### src/rtl/prog_loader_pkg.sv
// Shared types and constants for the boot-time program loader.
// Holds the loader state encoding and the stream/word widths.
package prog_loader_pkg;

  localparam int BYTE_W    = 8;
  localparam int WORD_W    = 32;
  localparam int HDR_LEN_W = 16;

  typedef enum logic [2:0] {
    ST_LEN_HI,
    ST_LEN_LO,
    ST_DATA,
    ST_WRITE,
    ST_CHK,
    ST_DONE,
    ST_ERR
  } state_e;

endpackage

### src/rtl/prog_loader_word_packer.sv
// Packs bytes MSB-first into a 32-bit word; word_full flags the 4th byte
// in the same cycle it is shifted in, so the caller can branch on it.
module word_packer
  import prog_loader_pkg::*;
(
  input  logic              clk,
  input  logic              rst,
  input  logic              shift_en,
  input  logic [BYTE_W-1:0] byte_in,
  output logic [WORD_W-1:0] word,
  output logic              word_full
);

  logic [WORD_W-1:0] word_q, word_d;
  logic [1:0]        cnt_q, cnt_d;

  always_comb begin
    word_d = word_q;
    cnt_d  = cnt_q;
    if (shift_en) begin
      word_d = {word_q[WORD_W-BYTE_W-1:0], byte_in};
      cnt_d  = cnt_q + 2'd1;
    end
  end

  always_ff @(posedge clk) begin
    if (rst) begin
      word_q <= '0;
      cnt_q  <= '0;
    end else begin
      word_q <= word_d;
      cnt_q  <= cnt_d;
    end
  end

  assign word      = word_q;
  assign word_full = shift_en && (cnt_q == 2'd3);

endmodule

### src/rtl/prog_loader.sv
// Boot loader: parses a length-prefixed byte stream into instruction memory,
// verifies an XOR checksum, then releases the core via core_run.
module prog_loader
  import prog_loader_pkg::*;
#(
  parameter int MEM_WORDS = 64,
  parameter int LEN_W     = HDR_LEN_W
) (
  input  logic              clk,
  input  logic              rst,
  input  logic              byte_valid,
  input  logic [BYTE_W-1:0] byte_data,
  output logic              byte_ready,
  output logic              im_we,
  output logic [31:0]       im_addr,
  output logic [WORD_W-1:0] im_wdata,
  output logic              core_run,
  output logic              busy,
  output logic              err
);

  state_e             state_q, state_d;
  logic [LEN_W-1:0]   len_q, len_d;
  logic [LEN_W-1:0]   idx_q, idx_d;
  logic [BYTE_W-1:0]  chk_q, chk_d;
  logic [31:0]        addr_q, addr_d;
  logic [WORD_W-1:0]  wdata_q, wdata_d;

  logic               hs;
  logic               shift_en;
  logic [WORD_W-1:0]  word;
  logic               word_full;
  logic [31:0]        wr_addr;

  word_packer u_packer (
    .clk       (clk),
    .rst       (rst),
    .shift_en  (shift_en),
    .byte_in   (byte_data),
    .word      (word),
    .word_full (word_full)
  );

  assign byte_ready = (state_q == ST_LEN_HI) || (state_q == ST_LEN_LO) ||
                      (state_q == ST_DATA)   || (state_q == ST_CHK);
  assign hs         = byte_valid && byte_ready;
  assign wr_addr    = 32'(idx_q) << 2;

  always_comb begin
    state_d  = state_q;
    len_d    = len_q;
    idx_d    = idx_q;
    chk_d    = chk_q;
    addr_d   = addr_q;
    wdata_d  = wdata_q;
    shift_en = 1'b0;
    case (state_q)
      ST_LEN_HI: begin
        if (hs) begin
          len_d   = LEN_W'(byte_data);
          state_d = ST_LEN_LO;
        end
      end
      ST_LEN_LO: begin
        if (hs) begin
          len_d = {len_q[LEN_W-BYTE_W-1:0], byte_data};
          if (len_d > LEN_W'(MEM_WORDS))
            state_d = ST_ERR;
          else if (len_d == '0)
            state_d = ST_CHK;
          else
            state_d = ST_DATA;
        end
      end
      ST_DATA: begin
        if (hs) begin
          shift_en = 1'b1;
          chk_d    = chk_q ^ byte_data;
          if (word_full)
            state_d = ST_WRITE;
        end
      end
      ST_WRITE: begin
        // Latch what is written so the memory port holds it afterwards.
        addr_d  = wr_addr;
        wdata_d = word;
        idx_d   = idx_q + LEN_W'(1);
        state_d = (idx_d == len_q) ? ST_CHK : ST_DATA;
      end
      ST_CHK: begin
        if (hs)
          state_d = (byte_data == chk_q) ? ST_DONE : ST_ERR;
      end
      default: state_d = state_q;
    endcase
  end

  always_ff @(posedge clk) begin
    if (rst) begin
      state_q <= ST_LEN_HI;
      len_q   <= '0;
      idx_q   <= '0;
      chk_q   <= '0;
      addr_q  <= '0;
      wdata_q <= '0;
    end else begin
      state_q <= state_d;
      len_q   <= len_d;
      idx_q   <= idx_d;
      chk_q   <= chk_d;
      addr_q  <= addr_d;
      wdata_q <= wdata_d;
    end
  end

  assign im_we    = (state_q == ST_WRITE);
  assign im_addr  = im_we ? wr_addr : addr_q;
  assign im_wdata = im_we ? word : wdata_q;
  assign core_run = (state_q == ST_DONE);
  assign err      = (state_q == ST_ERR);
  assign busy     = (state_q != ST_DONE) && (state_q != ST_ERR);

endmodule
### config.mk
export PLATFORM = sky130hd
export DESIGN_NAME = prog_loader
export DESIGN_NICKNAME = d
export VERILOG_FILES = /design/src/rtl/prog_loader_pkg.sv /design/src/rtl/prog_loader_word_packer.sv /design/src/rtl/prog_loader.sv
export SDC_FILE = /design/constraint.sdc
export NUM_CORES = 1
export LEC_CHECK = 0
export CAP_MARGIN = 0
export CORE_MARGIN = 2
export CORE_UTILIZATION = 45
export DETAILED_ROUTE_END_ITERATION = 12
export HOLD_SLACK_MARGIN = 0.15
export MAX_ROUTING_LAYER = met4
export PLACE_DENSITY = 0.65
export SETUP_SLACK_MARGIN = 0.15
export SLEW_MARGIN = 20
export SYNTH_ARGS = -nofsm -noshare
export SYNTH_HDL_FRONTEND = slang
export SYNTH_SLANG_ARGS = --single-unit
export TNS_END_PERCENT = 50
### constraint.sdc
create_clock -name clk -period 3.5 [get_ports clk]
set_clock_uncertainty 0.05 [all_clocks]
set_input_delay 0.7 -clock clk [delete_from_list [all_inputs] [get_ports clk]]
set_output_delay 0.7 -clock clk [all_outputs]
set_load 0.03 [all_outputs]
# After elaboration in Yosys (flattened, before gate mapping)
# Cells that the tools add are included.
# op_classes
addsub	2
order_cmp	1
eq_ne	16
n_mux	17
n_bitwise	1
reduce_logical	13
# op_table
op	n
$mux 32	2
$mux 16	2
$pmux 16 s2	1
$mux 3	8
$add 16x1->16 const B	1
$eq 16x16->1	1
$gt 16x7->1 const B	1
$logic_not 16->1	1
$pmux 3 s5	1
$eq 3x3->1 const B	3
$eq 8x8->1	1
$ne 2x2->1 const B	4
$xor 8x8->8	1
$eq 3x2->1 const B	2
$ne 3x3->1 const B	2
$reduce_and 6->1	1
$reduce_bool 5->1	1
$eq 3x1->1 const B	1
$logic_and 1x1->1	3
$logic_not 3->1	1
$logic_or 1x1->1	3
$reduce_and 3->1	1
$add 2x1->2 const B	1
$eq 2x2->1 const B	1
5 further kinds	6
# totals
ff_bits	141

# Logic depth before layout (Yosys ltp)
# logic_depth
ltp_word	11
depth_mapped	8
depth_no_buf	7

# Cells and area by module
# A second synthesis with hierarchy kept.
# unflattened
hier_cells	741
hier_area_um2	6107.1
# by_module_without_submodules
mod	n_inst	cells_per_inst	area_per_inst_um2	seq_area_each_um2
prog_loader	1	629	4849.7	2142.1
word_packer	1	112	1257.5	680.7

# Least setup slack after synthesis
# No wires, ideal clock.
# synth_path
path_kind	flip-flop to output port
startpoint	reg state_q[1]
endpoint	out im_addr[6]
t_arrival_ns	1.668
slack_ns	1.082
stages_incl_launch_ff	7
path_cell_list	dfxtp_1 -> clkbuf_1 -> nand3b_1 -> clkinv_1 -> clkbuf_1 -> nand2_1 -> nand2_1
# synth_between
elab_chain_cells	2
# synth_rtl
element	line_no	rtl
from (decl)	prog_loader.sv:22	state_e state_q, state_d;
from (signal assigned)	prog_loader.sv:107	state_q <= state_d;
$eq 3x2->1	prog_loader.sv:116	assign im_we = (state_q == ST_WRITE);
named net im_we	prog_loader.sv:14	output logic im_we,
$mux 32	-	
to (decl)	prog_loader.sv:15	output logic [31:0] im_addr,
# The timed path passes the listed nets, and every way through them passes these cells.

# Final worst setup path
# layout_path
startpoint	reg state_q[1]
endpoint	out im_addr[4]
# layout_between
elab_chain_cells	2
# layout_rtl
element	line_no
$eq 3x2->1	prog_loader.sv:116
$mux 32	-
# Every way passes these cells.

==> reports/summary.json <==
{
  "dpl_cell_area_um2": 6793,
  "stdcell_count": 986,
  "cts_htree_levels": 4,
  "dr_total_vias": 5034,
  "final_critical_path_setup_slack_ns": 0.3625,
  "number_of_global_route_vias_before_repair": 4748,
  "cts_inserted_buffers": 17,
  "cts_setup_buffers": 0,
  "hold_endpoint": "u_packer.word[27]",
  "pin_count": 80,
  "final_cell_area_um2": 7417,
  "row_count": 41,
  "leading_register_cell_type_out_of_synthesis": "dfxtp_1",
  "synthesis.instances": 752,
  "synthesis_to_finish_area_growth_pct": 24.85,
  "finalCritPeriodShare_pct": 89.64,
  "unrepaired_setup_endpoints_after_global_routing": "no",
  "critical_path.reg2reg.endpoint": "state_q[1]",
  "post_route_cells_drive_above_1_share_pct": 6.634,
  "tritoncts_num_sinks": 141,
  "grt_total_usage_pct": 20.04,
  "powerDensity_nw_per_um2": 494.5,
  "die_h_um": 118.9,
  "synth_nets": 765,
  "clock_insertion_delay_worst_skew_ns": 0.42,
  "netlist_top_cells_area": "dfxtp_1 48%, nand2_1 15%, a21oi_1 7.0%",
  "critPathRequiredTime_ns": 2.75,
  "placeableCoreArea_um2": 12770,
  "synth_warnings": 0,
  "critPathKind": "flip-flop to output pin",
  "detail_route.first_pass.iterations": 4,
  "drtIter0Drc": 372,
  "gpl_wtd_cong": 0.8948,
  "grt_pass1_wl_um": 22340,
  "dieWidth_um": 118.9,
  "regArea_um2": 2824,
  "antennaDiodeCount": 0,
  "setup_slack_placement_ns": 0.6684,
  "synth.ff_latch_count": 141,
  "synthDominantCellAreaShare_pct": 47.51,
  "slew_violations": 0,
  "hold_viol": 0,
  "multiInputGateArea_um2": 2900,
  "avgSynthCellArea_um2": 7.900,
  "dp_hpwl_um": 8660,
  "proportion_of_synthesized_chip_area_in_sequential_cells_pct": 47.51,
  "min_delay_src": "u_packer.word[27]",
  "slew_headroom_pct": 55.75,
  "cp.arrival_ns": 2.39,
  "synth_enable_flop_cells": 0,
  "grt_start_max_net_pins": 80,
  "initial_core_util_pct": 46.51,
  "design.die.area_um2": 14140,
  "globalRoute.totalOverflow": 0,
  "peakVddDrop_v": 0.0003164,
  "setup_viol": 0,
  "clk_pin_slew_worst_paths_ns": 0.06,
  "rr_worst_depth": 7,
  "rrSetupSlack_ns": 0.85,
  "finalPower_mw": 3.668,
  "final_core_util_pct": 58.07,
  "detail_route.vias_per_cell": 5.105,
  "worst_setup_path_start_kind": "flip-flop",
  "r2r_start": "idx_q[0]",
  "io_buffers": 79,
  "run_status": "finished, final reports clean",
  "worstMarginPinSlew_ns": 0.6637,
  "maximum_operating_frequency_mhz": 318.7,
  "synthArstFlopShare_pct": 0,
  "hold_path_class": "flip-flop to flip-flop",
  "numPlacedInstances": 956,
  "wire_per_inst_um": 13.36,
  "cts_hold_buf": 0,
  "grt_antenna_before_repair": 0,
  "leakagePower_nw": 2.879,
  "hold_path_depth": 2,
  "fillers": 1156,
  "sum_of_negative_setup_slack_ns": 0,
  "finalWirelength_um": 13170,
  "cts-root-buf": "clkbuf_16",
  "setup.worst_path.end_class": "output pin",
  "synthesis.area_um2": 5941,
  "remaining_drc_errors": 0,
  "max-cap-violations": 0,
  "cts_tree": "done",
  "synth_largest_area_cell": "dfxtp_1",
  "clockBufferDepth": 2,
  "worst_hold_slack_ns": 0.4055,
  "antenna_left": 0,
  "yosys.cell_types.count": 52,
  "post-route-min-period_ns": 3.137,
  "layout.nets": 816,
  "critical_path.max_fanout": 53
}
==> timing repair <==
| item | 4_1_cts | 5_1_grt |
|---|---|---|
| gates resized for setup | 0 | 1 |
| endpoints found under the setup margin | 0 | 28 |
| endpoints found under the hold margin | 0 | 0 |
==> worst max path at each step <==
stage                        end         start  slack [ns]  cells past startpoint
floorplan             im_addr[6]    state_q[1]        1.08                      6
global placement      state_q[1]  byte_data[0]        0.67                      7
detailed placement    state_q[1]  byte_data[0]        0.67                      7
CTS                   im_addr[4]    state_q[0]        0.23                      4
global route        im_wdata[31]    state_q[1]        0.22                      6
finish                im_addr[4]    state_q[1]        0.36                      4
==> synth_stat cells, drive strengths merged (2+ instances only) <==
cell type    n
or4          3
nor3         7
nand3       12
inv          3
nand3b       2
or3          3
nand2      233
dfxtp      141
a31oi        2
o21ai       10
a21oi       83
a22oi        8
o32ai        2
nor2        43
and4         2
and2        19
nand4        8
nor4         3
o22ai        2
nor2b       33
nor3b        2
a211oi       2
and3         3
nand2b       5
ha           2
xnor2       27
xor2        24
buf         12
clkbuf      40
==> power by group <==
part           internal [mW]  switching (mW)  leakage, nW
clock network           1.22           0.663        0.294
registers               1.62          0.0218         1.14
logic                 0.0508          0.0903         1.45
total                   2.89           0.775         2.88
==> kinds of logic (layout without fill, tap and decap cells) <==
family	after synthesis	after routing	synth area share [%]
compound gates	119	119	11.37
mux	1	1	0.1685
fa+ha+maj	2	2	0.4212
xor+xnor	51	51	7.519
flops	141	141	47.51
buf+inv	56	118	3.770
simple gates	382	382	29.23
==> sequential cells by signal (all words and copies together), names as in the netlist <==
signal	flops
wdata_q	32
u_packer.cnt_q	2
chk_q	8
idx_q	16
u_packer.word	32
state_q	3
addr_q	32
len_q	16
==> per-layer routing <==
metal	track usage (%)	routed length (um)
met4	8.036	223
met1	26.28	6486
met2	29.45	5858
met3	5.316	601
met5	-	0
==> cell type report <==
type | instances | share of cell area, %
Multi-Input combinational cell | 555 | 39.10
Sequential cell | 141 | 38.07
Timing Repair Buffer | 84 | 11.34
Clock buffer | 20 | 6.157
Tap cell | 172 | 2.901
Clock inverter | 10 | 2.227
Inverter | 4 | 0.2024
==> placed cells by master (no fill, tap or decap), types with 2 or more instances in the layout <==
cell             instances
nand3b_1                 2
nor2b_1                 33
dfxtp_1                140
xor2_1                  24
and4_1                   2
and2_1                  19
ha_1                     2
nand3_1                 11
o32ai_1                  2
nor2_1                  43
a21oi_1                 83
nor3_1                   6
clkbuf_8                 2
clkbuf_16               17
and3_1                   3
nand2_1                233
nand4_1                  7
bufinv_16                4
or3_1                    2
nor3b_1                  2
buf_12                   3
nor4_1                   2
inv_1                    3
o21ai_0                 10
clkinvlp_4               3
nand2b_1                 5
or4_1                    2
clkdlybuf4s50_1         69
a22oi_1                  8
xnor2_1                 27
o22ai_1                  2
clkinv_4                 2
a31oi_1                  2
buf_4                   12
==> critical path, cell delays in order, from the launching register on <==
cell             delay, ns
dfxtp_1               0.47
nand3b_1              0.21
buf_12                0.24
o21ai_0               0.30
clkdlybuf4s50_1       0.73
No activity file was read; power rests on OpenSTA's default activity.
